===== config.mk =====
export PLATFORM = sky130hd
export DESIGN_NAME = instr_fetch_unit
export DESIGN_NICKNAME = d
export VERILOG_FILES = /design/src/rtl/instr_fetch_unit.sv
export SDC_FILE = /design/constraint.sdc
export NUM_CORES = 1
export LEC_CHECK = 0
export CORE_MARGIN = 5
export CORE_UTILIZATION = 40
export DETAILED_ROUTE_END_ITERATION = 6
export GPL_TIMING_DRIVEN = 1
export PLACE_DENSITY_LB_ADDON = 0.12
export SLEW_MARGIN = 20
export SYNTH_ARGS = -nofsm -noshare
export SYNTH_HDL_FRONTEND = slang
export SYNTH_SLANG_ARGS = --single-unit

===== constraint.sdc =====
create_clock -name CLK -period 3.35 [get_ports CLK]
set_clock_uncertainty 0.15 [all_clocks]
set_input_delay 0.335 -clock CLK [delete_from_list [all_inputs] [get_ports CLK]]
set_output_delay 0.335 -clock CLK [all_outputs]
set_load 0.01 [all_outputs]

===== src/rtl/instr_fetch_unit.sv =====
// Instruction fetch unit: owns the PC, issues instruction-memory reads,
// registers the fetched word and computes the next PC (seq/branch/jump/jr).
module instr_fetch_unit #(
    parameter logic [31:0] PC_INIT = 32'h0000_0000
) (
    input  logic        CLK,
    input  logic        nRST,
    input  logic        pc_en,
    input  logic        iREN,
    input  logic [1:0]  PCSrc,
    input  logic [15:0] immediate,
    input  logic [25:0] immediate26,
    input  logic [31:0] jr_addr,
    input  logic        halt,
    input  logic        iwait,
    input  logic [31:0] iload,
    output logic        imemREN,
    output logic [31:0] iaddr,
    output logic [31:0] instruction,
    output logic        instr_valid
);

    typedef enum logic [1:0] {
        FETCH  = 2'd0,
        VALID  = 2'd1,
        HALTED = 2'd2
    } state_t;

    state_t      state_q, state_d;
    logic [31:0] pc_q, pc_d;
    logic [31:0] instr_q, instr_d;

    logic [31:0] pc_plus4;
    logic [31:0] br_offset;
    logic [31:0] pc_next;

    // Next-PC selection; all adds wrap naturally at 32 bits.
    always_comb begin
        pc_plus4  = pc_q + 32'd4;
        br_offset = {{14{immediate[15]}}, immediate, 2'b00};
        pc_next   = pc_plus4;
        case (PCSrc)
            2'b00:   pc_next = pc_plus4;
            2'b01:   pc_next = pc_plus4 + br_offset;
            2'b10:   pc_next = {pc_plus4[31:28], immediate26, 2'b00};
            2'b11:   pc_next = jr_addr & 32'hFFFF_FFFC;
            default: pc_next = pc_plus4;
        endcase
    end

    // FSM next-state and datapath enables; control inputs only matter in VALID.
    always_comb begin
        state_d = state_q;
        pc_d    = pc_q;
        instr_d = instr_q;
        imemREN = 1'b0;
        case (state_q)
            FETCH: begin
                imemREN = iREN;
                if (iREN && !iwait) begin
                    instr_d = iload;
                    state_d = VALID;
                end
            end
            VALID: begin
                // halt wins over pc_en so the halting instruction's PC is kept
                if (halt) begin
                    state_d = HALTED;
                end else if (pc_en) begin
                    pc_d    = pc_next;
                    state_d = FETCH;
                end
            end
            HALTED: begin
                state_d = HALTED;
            end
            default: begin
                state_d = FETCH;
            end
        endcase
    end

    // State registers with synchronous active-low reset.
    always_ff @(posedge CLK) begin
        if (!nRST) begin
            state_q <= FETCH;
            pc_q    <= PC_INIT;
            instr_q <= 32'h0000_0000;
        end else begin
            state_q <= state_d;
            pc_q    <= pc_d;
            instr_q <= instr_d;
        end
    end

    assign iaddr       = pc_q;
    assign instruction = instr_q;
    // The held word stays unconsumed while halted as well as in VALID.
    assign instr_valid = (state_q != FETCH);

endmodule


Word-level counts from Yosys, hierarchy flattened
Cells that the tools add are included.
W data, S select, Z words.
{"block": "word_totals", "register_bits": 66, "inputBits": 114}
{"block": "op_classes", "bitwise": 1, "add_sub_neg": 2, "n_reduce_logical": 8, "n_mux": 6, "n_eq_ne": 7}
{"cell": "$pmux W32 S4", "n": 1}
{"cell": "$add A32 B3 Y32 const B", "n": 1}
{"cell": "$add A32 B32 Y32", "n": 1}
{"cell": "$eq A2 B2 Y1 const B", "n": 3}
{"cell": "$mux W2", "n": 3}
{"cell": "$pmux W2 S3", "n": 1}
{"cell": "$eq A2 B1 Y1 const B", "n": 2}
{"cell": "$logic_not A2 Y1", "n": 2}
{"cell": "$reduce_and A2 Y1", "n": 2}
{"cell": "$ne A3 B3 Y1 const B", "n": 1}
{"cell": "$reduce_and A3 Y1", "n": 1}
{"cell": "$ne A2 B2 Y1 const B", "n": 1}
{"cell": "$reduce_bool A2 Y1", "n": 1}
{"cell": "$logic_and A1 B1 Y1", "n": 1}
{"cell": "$logic_not A1 Y1", "n": 1}
{"cell": "$mux W1", "n": 1}
{"cell": "$not A1 Y1", "n": 1}

Depth between registers and ports, before layout
Gate-level depths: netlist (run 1).
{"block": "logic_depth", "depth_word": 4, "mapped_depth": 16, "ltp_nobuf": 15}

Worst setup path before layout (run 1)
Ideal clock, no wire load.
{"block": "synth_path", "path_type": "reg2reg", "start": "reg pc_q[2] (netlist: iaddr[2])", "end": "reg pc_q[24] (netlist: iaddr[24])", "setup_time_ns": 0.117, "path_slack_ns": -0.486, "t_arrival_ns": 3.570, "required_ns": 3.083, "path_stages_with_launch": 14, "period_less_slack_ns": 3.836, "path_buffers": 1, "path_cell_list": "dfxtp_1 ha_1 nand3_1 nor4_4 nand4_1 xnor2_1 ha_1 clkbuf_1 nand4_1 a2111oi_1 o211ai_1 xnor2_1 mux4_2 a22o_1"}
{"block": "synth_via", "elab_chain_cells": 3}
{"element": "from (decl)", "line": "30", "text": "logic [31:0] pc_q, pc_d;"}
{"element": "from (signal assigned)", "line": "91", "text": "pc_q <= pc_d;"}
{"element": "$add A32 B3 Y32 *", "line": "39", "text": "pc_plus4 = pc_q + 32'd4;"}
{"element": "$add A32 B32 Y32", "line": "44", "text": "2'b01: pc_next = pc_plus4 + br_offset;"}
{"element": "$pmux W32 S4 *", "line": "42", "text": "case (PCSrc)"}
Mark *: on every way between the ends. The rest lies on a longest branch, timed or not.
A chain may end at the register's enable or synchronous reset.

Worst setup path after layout (run 1)
{"block": "layout_path", "start": "reg pc_q[9] (netlist: iaddr[9])", "end": "reg pc_q[30] (netlist: iaddr[30])"}
Same word-level chain as after synthesis.

==> reports/qor.txt, run 1 <==
outcome: finished, violations left
failing checks: negative setup slack
first-pass iteration count of the detailed router: 5
post-DP HPWL: 17700 um
Hold WC Path Type: register to register
Root Buffer: clkbuf_16
aggregate global routing overflow: 0
#FFs+latches synth: 64
max-slew violation count: 0
critical path data required time: 3430 ps
Finished Layout Cells: 1208
die height: 127 um
Ports: 180
Sw Ratio: 28.6%
total power: 0.00243 W
Final Hold Vio Count: 0
Post-synth ARST share: 0%
first-pass GRT wire length: 35300 um
Die ar.: 16200 um2
CP max stage delay: 430 ps
final hold slack: 315 ps
fin crit share: 109%
Max Fclk: 275 MHz
Worst Path Buf+Inv: 1
# port buffers: 175
Clock power frac: 39.3%
Synth cell types: 71
vias in the first global route: 6769
Post-route DRC: 0
TritonCTS clock tree: yes
worst-path cell chain: and4_4, nand2_4, nor4_4, buf_4, nand2_8, nor3_4, xor2_2, ha_1, a21o_1, a21o_1, a21o_1, o22ai_1, o22ai_1, or4_1, a21oi_2, o21ai_1
sequential element share of the synthesized area: 23.3%
Comb pwr share: 27.9%
vias per cell: 5.63
via count: 6801
Post-DRT Antenna Nets: 0
post-layout util: 73.5%
largest net degree at the start of global routing: 49
GP Congestion: 0.949
max cap viols: 0
endpoints failing setup: 11
clock sink total: 64
CP top delay family: simple AND/OR/NAND/NOR gates
Startpoint Class: register
CP Max Fanout: 3
CP Data Arrival Time: 3710 ps
routed wire length: 23600 um
Tot GR Track Use: 27.1%
PnR worst setup slack: -288 ps
main combinational cell family by area after synthesis: compound AO/OA/AOI/OAI gates
Sequential Power Share: 32.8%
most frequent cells in the layout: clkdlybuf4s50_1, buf_4, nand2_1
adder-cell area share of the yosys netlist: 8.10%
max_slew headroom: 61.1%
slowest CP cell: or4_1
Compound-Gate Fraction of Synth Area: 25.0%
Antenna Diode Count: 0
WS Path Type: register to register
# hold bufs at CTS: 0
htree depth: 3
minimum clock period: 3640 ps
FILL cells: 970
Post-Synth Simple-Gate Area: 23.2%
placed cell count: 1170
xor/xnor share of the synthesized area: 7.65%
DR iter-0 viols: 431
Leakage Power: 4.21 nW
Syn Inst Count: 706
wire length per cell: 19.5 um
CTS Buf Count: 9
prevailing post-synth register cell: dfxtp_1
NumNets Final: 1176
syn_area_per_cell: 7.79 um2
initial core utilization: 41.2%
post-synthesis mux area share: 7.90%
commonest non-fill, non-tap cell in the layout: clkdlybuf4s50_1
Max clock buf depth: 2
Synth-to-Final Area Change: 78.5%
Internal: 0.00174 W
Net Sw Power: 0.000696 W
Core Region: 13300 um2
Clk pin slew, worst setup/hold paths: 60 ps
share of cells above drive strength 1: 32.1%
Die X: 127 um
Post-synth EDFFs: 0
peak supply drop: 0.201 mV
initial antenna violation count: 0
RSZ-0062 raised after global routing: yes
power density cells: 248 nW/um2
Row Count: 42
Slew @ Worst Pin: 584 ps
synth warn: 0
Synth Cell Area: 5500 um2
clk_lat worst skew: 330 ps
Crit. End Element: register
CP most frequent cell: a21o_1
==> registers in the layout (all words and copies together), names as in the netlist <==
signal	count
instruction	32
iaddr	30
state_q	2
==> final timing paths <==
kind | cells past startpoint | start | end | slack (ps)
min reg2reg | 2 | instruction[9]$_SDFFE_PN0P_ | instruction[9]$_SDFFE_PN0P_ | 320
max reg2reg | 16 | iaddr[9]$_SDFFE_PN0P_ | iaddr[30]$_SDFFE_PN0P_ | -290
min | 2 | instruction[9]$_SDFFE_PN0P_ | instruction[9]$_SDFFE_PN0P_ | 320
max | 16 | iaddr[9]$_SDFFE_PN0P_ | iaddr[30]$_SDFFE_PN0P_ | -290
==> area by class of cell <==
cell class | instances | area [um2] | area share, %
Clock buffer | 9 | 225 | 2.29
Clock inverter | 7 | 78.8 | 0.803
Inverter | 20 | 75.1 | 0.765
Multi-Input combinational cell | 579 | 4770 | 48.5
Sequential cell | 64 | 1310 | 13.3
Tap cell | 176 | 220 | 2.24
Timing Repair Buffer | 353 | 3150 | 32.0
==> timing repair <==
item	4_1_cts	5_1_grt
buffers inserted	9	17
setup endpoints to repair	18	20
pin swaps	31	59
resized for setup	49	91
==> worst reg2reg max path, stage by stage (launching register included) <==
cell and delay [ps]:
dfxtp_4 340, and4_4 270, nand2_4 60, nor4_4 340, buf_4 220, nand2_8 80, nor3_4 200, xor2_2 220
ha_1 270, a21o_1 160, a21o_1 180, a21o_1 190, o22ai_1 100, o22ai_1 110, or4_1 430, a21oi_2 140
o21ai_1 60
==> stage by stage <==
step / setup WS, ps / setup TNS, ps / cell area [um2]
floorplan: -209 / -368 / 5640
global placement: -375 / -2620 / 8580
detailed placement: -499 / -3790 / 8580
CTS: -237 / -1130 / 9200
global route: -467 / -3270 / 9820
finish: -288 / -1600 / 9820
==> kinds of logic after synthesis <==
kind of cell	after synthesis
simple gates	266
fa+ha+maj	35
flops	64
mux	27
compound gates	201
xor+xnor	48
other cells	1
buf+inv	64
==> cell usage after synthesis (8+ instances only) <==
library cell | number | share of area (%)
nand4_1 | 10 | 1.1
a21o_1 | 16 | 2.2
nor3_1 | 12 | 1.1
and3_1 | 9 | 1.0
a21boi_0 | 39 | 5.3
nor2_1 | 36 | 2.5
and2_1 | 8 | 0.91
mux4_2 | 13 | 5.3
ha_1 | 34 | 7.7
a21oi_1 | 45 | 4.1
mux2i_1 | 13 | 2.4
xnor2_1 | 32 | 5.1
xor2_1 | 16 | 2.5
dfxtp_1 | 64 | 23
nand3_1 | 26 | 2.4
nand2_1 | 129 | 8.8
o21ai_0 | 26 | 2.4
inv_1 | 18 | 1.2
clkbuf_1 | 32 | 2.2
==> routing by layer <==
metal	vias to the layer above	routed length (um)	track usage (%)
li1	3197	-	-
met1	3229	9560	34.1
met2	310	11800	47.4
met3	65	1580	4.63
met4	0	689	8.52
met5	-	0	0
==> power by group through the flow <==
stage	clock, W	sequential [W]	combinational [W]
after global routing	0.00101	0.000802	0.000723
after global placement	0	0.000814	0.000596
final	0.000957	0.000799	0.000678
after floorplan	0	0.000829	0.000261
after detailed placement	0	0.000816	0.000604
after CTS	0.000967	0.000799	0.000624
Power figures use the tool's default switching activity.
==> inputs of run 2 (changes only) <==
Settings changed: SLEW_MARGIN 20 to default.
==> results of run 2 <==
Same layout as run 1: the final DEF is identical, and so are final timing and power.
==> inputs of run 3 (changes only) <==
Settings changed: RECOVER_POWER from default to 25.
==> reports/qor.txt, run 3 (synthesized netlist as in run 1, its figures left out) <==
Row Count: 42 (unchanged)
PnR worst setup slack: -264 ps (+24.3 ps)
# port buffers: 175 (unchanged)
minimum clock period: 3610 ps (-24.3 ps)
Comb pwr share: 27.8% (about the same)
Synth-to-Final Area Change: 78.5% (about the same)
met2 Use GR: 47.4% (unchanged)
DR iter-0 viols: 451 (+4.6%)
initial antenna violation count: 0 (unchanged)
Slew @ Worst Pin: 1850 ps (+1270 ps)
final hold slack: 317 ps (+1.79 ps)
Startpoint Class: register
design area: 9810 um2 (about the same)
via count: 6801 (unchanged)
Leakage Power: 4.29 nW (+1.9%)
Internal: 0.00173 W (-0.28%)
CP Data Arrival Time: 3690 ps (-20 ps)
CTS Buf Count: 9 (unchanged)
most frequent cells in the layout: buf_4, clkdlybuf4s50_1, nand2_1
Area after DPL: 8580 um2 (unchanged)
largest net degree at the start of global routing: 49 (unchanged)
RSZ-0062 raised after global routing: yes
Post-DRT Antenna Nets: 0 (unchanged)
vias in the first global route: 6769 (unchanged)
Crit. End Element: register
power density cells: 248 nW/um2 (-0.15%)
clk_lat worst skew: 330 ps (about the same)
Sequential Power Share: 32.9% (about the same)
initial core utilization: 41.2% (unchanged)
TritonCTS clock tree: yes
Core Region: 13300 um2 (unchanged)
Post-route DRC: 0 (unchanged)
WS Path Type: register to register
die height: 127 um (unchanged)
# hold bufs at CTS: 0 (unchanged)
max-slew violation count: 49 (+49)
post-DP HPWL: 17700 um (unchanged)
Max clock buf depth: 2 (unchanged)
vias per cell: 5.63 (unchanged)
M1 GR Usage: 34.1% (unchanged)
max cap viols: 1 (+1)
met3 track demand over resource: 4.63% (unchanged)
failing checks: max-capacitance violations, max-slew violations, negative setup slack
Ports: 180 (unchanged)
Net Sw Power: 0.000696 W (about the same)
max reg flops: 32 (unchanged)
total power: 0.00243 W (-0.19%)
Final Hold Vio Count: 0 (unchanged)
Hold WC Path Type: register to register
wire length per cell: 19.6 um (about the same)
endpoints failing setup: 10 (-1)
outcome: finished, violations left
worst hold path depth: 2 (unchanged)
fin crit share: 108% (-0.73 points)
CP Max Fanout: 3 (unchanged)
first-pass iteration count of the detailed router: 5 (unchanged)
reg2reg path depth: 16 (unchanged)
max_slew headroom: -23.3% (-84 points)
Clock power frac: 39.4% (about the same)
Max Fclk: 277 MHz (+0.67%)
Sw Ratio: 28.6% (+0.061 points)
htree depth: 3 (unchanged)
Tot GR Track Use: 27.1% (unchanged)
Root Buffer: clkbuf_16
routed wire length: 23600 um (about the same)
NumNets Final: 1176 (unchanged)
first-pass GRT wire length: 35300 um (unchanged)
Clk pin slew, worst setup/hold paths: 60 ps (about the same)
Die X: 127 um (unchanged)
clock sink total: 64 (unchanged)
share of cells above drive strength 1: 32.0% (-0.097 points)
GP Congestion: 0.949 (unchanged)
Antenna Diode Count: 0 (unchanged)
aggregate global routing overflow: 0 (unchanged)
critical path data required time: 3420 ps (about the same)
commonest non-fill, non-tap cell in the layout: buf_4
global routing's busiest layer: met2
peak supply drop: 0.199 mV (-0.98%)
Die ar.: 16200 um2 (unchanged)
-- run 3: worst max-delay path, stage by stage, from the launching register on --
cell,delay (ps)
dfxtp_4,340
and4_4,270
nand2_4,60
nor4_4,320
buf_4,220
nand2_8,80
nor3_4,200
xor2_2,220
ha_1,270
a21o_1,160
a21o_1,180
a21o_1,190
o22ai_1,100
o22ai_1,110
or4_1,430
a21oi_2,140
o21ai_1,60
-- run 3: final timing paths --
path / startpoint / slack (ps) / to
min: instruction[9]$_SDFFE_PN0P_ / 320 / instruction[9]$_SDFFE_PN0P_
min reg2reg: instruction[9]$_SDFFE_PN0P_ / 320 / instruction[9]$_SDFFE_PN0P_
max: iaddr[9]$_SDFFE_PN0P_ / -260 / iaddr[30]$_SDFFE_PN0P_
max reg2reg: iaddr[9]$_SDFFE_PN0P_ / -260 / iaddr[30]$_SDFFE_PN0P_
-- run 3: power groups by stage --
stage	Combinational [W]	Sequential [W]	Clock [W]
after floorplan	0.000261	0.000829	0
after global placement	0.000596	0.000814	0
after detailed placement	0.000604	0.000816	0
after CTS	0.000624	0.000799	0.000967
after global routing	0.000718	0.000801	0.00101
final	0.000674	0.000798	0.000957
-- run 3: layout make-up --
cell class / count / area [um2]
Inverter: 20 / 75.1
Clock buffer: 9 / 225
Fill cell: 972 / 3530
Clock inverter: 7 / 78.8
Tap cell: 176 / 220
Multi-Input combinational cell: 579 / 4770
Timing Repair Buffer: 353 / 3140
Sequential cell: 64 / 1310
-- run 3: metrics by stage --
step	instances	TNS, ps	worst slack [ps]	util (%)
2_1_floorplan	707	-368	-209	-
3_3_place_gp	1170	-2620	-375	64.3
3_5_place_dp	1170	-3790	-499	64.3
4_1_cts	1195	-1130	-237	68.9
5_1_grt	1208	-3280	-467	73.5
6_report	1208	-1470	-264	73.5
-- run 3: per-layer routing --
metal  vias up  part of all wire (%)
met5         -                     0
met4         0                   3.0
met3        57                   6.7
met2       289                    50
met1      3262                    40
li1       3193                     -
-- run 3: what timing repair did --
| item | in CTS | in global routing |
|---|---|---|
| buffers inserted | 9 | 17 |
| pin swaps | 31 | 59 |
| endpoints found under the setup margin | 18 | 20 |
| gates resized for setup | 49 | 91 |
| cloned | 0 | 0 |
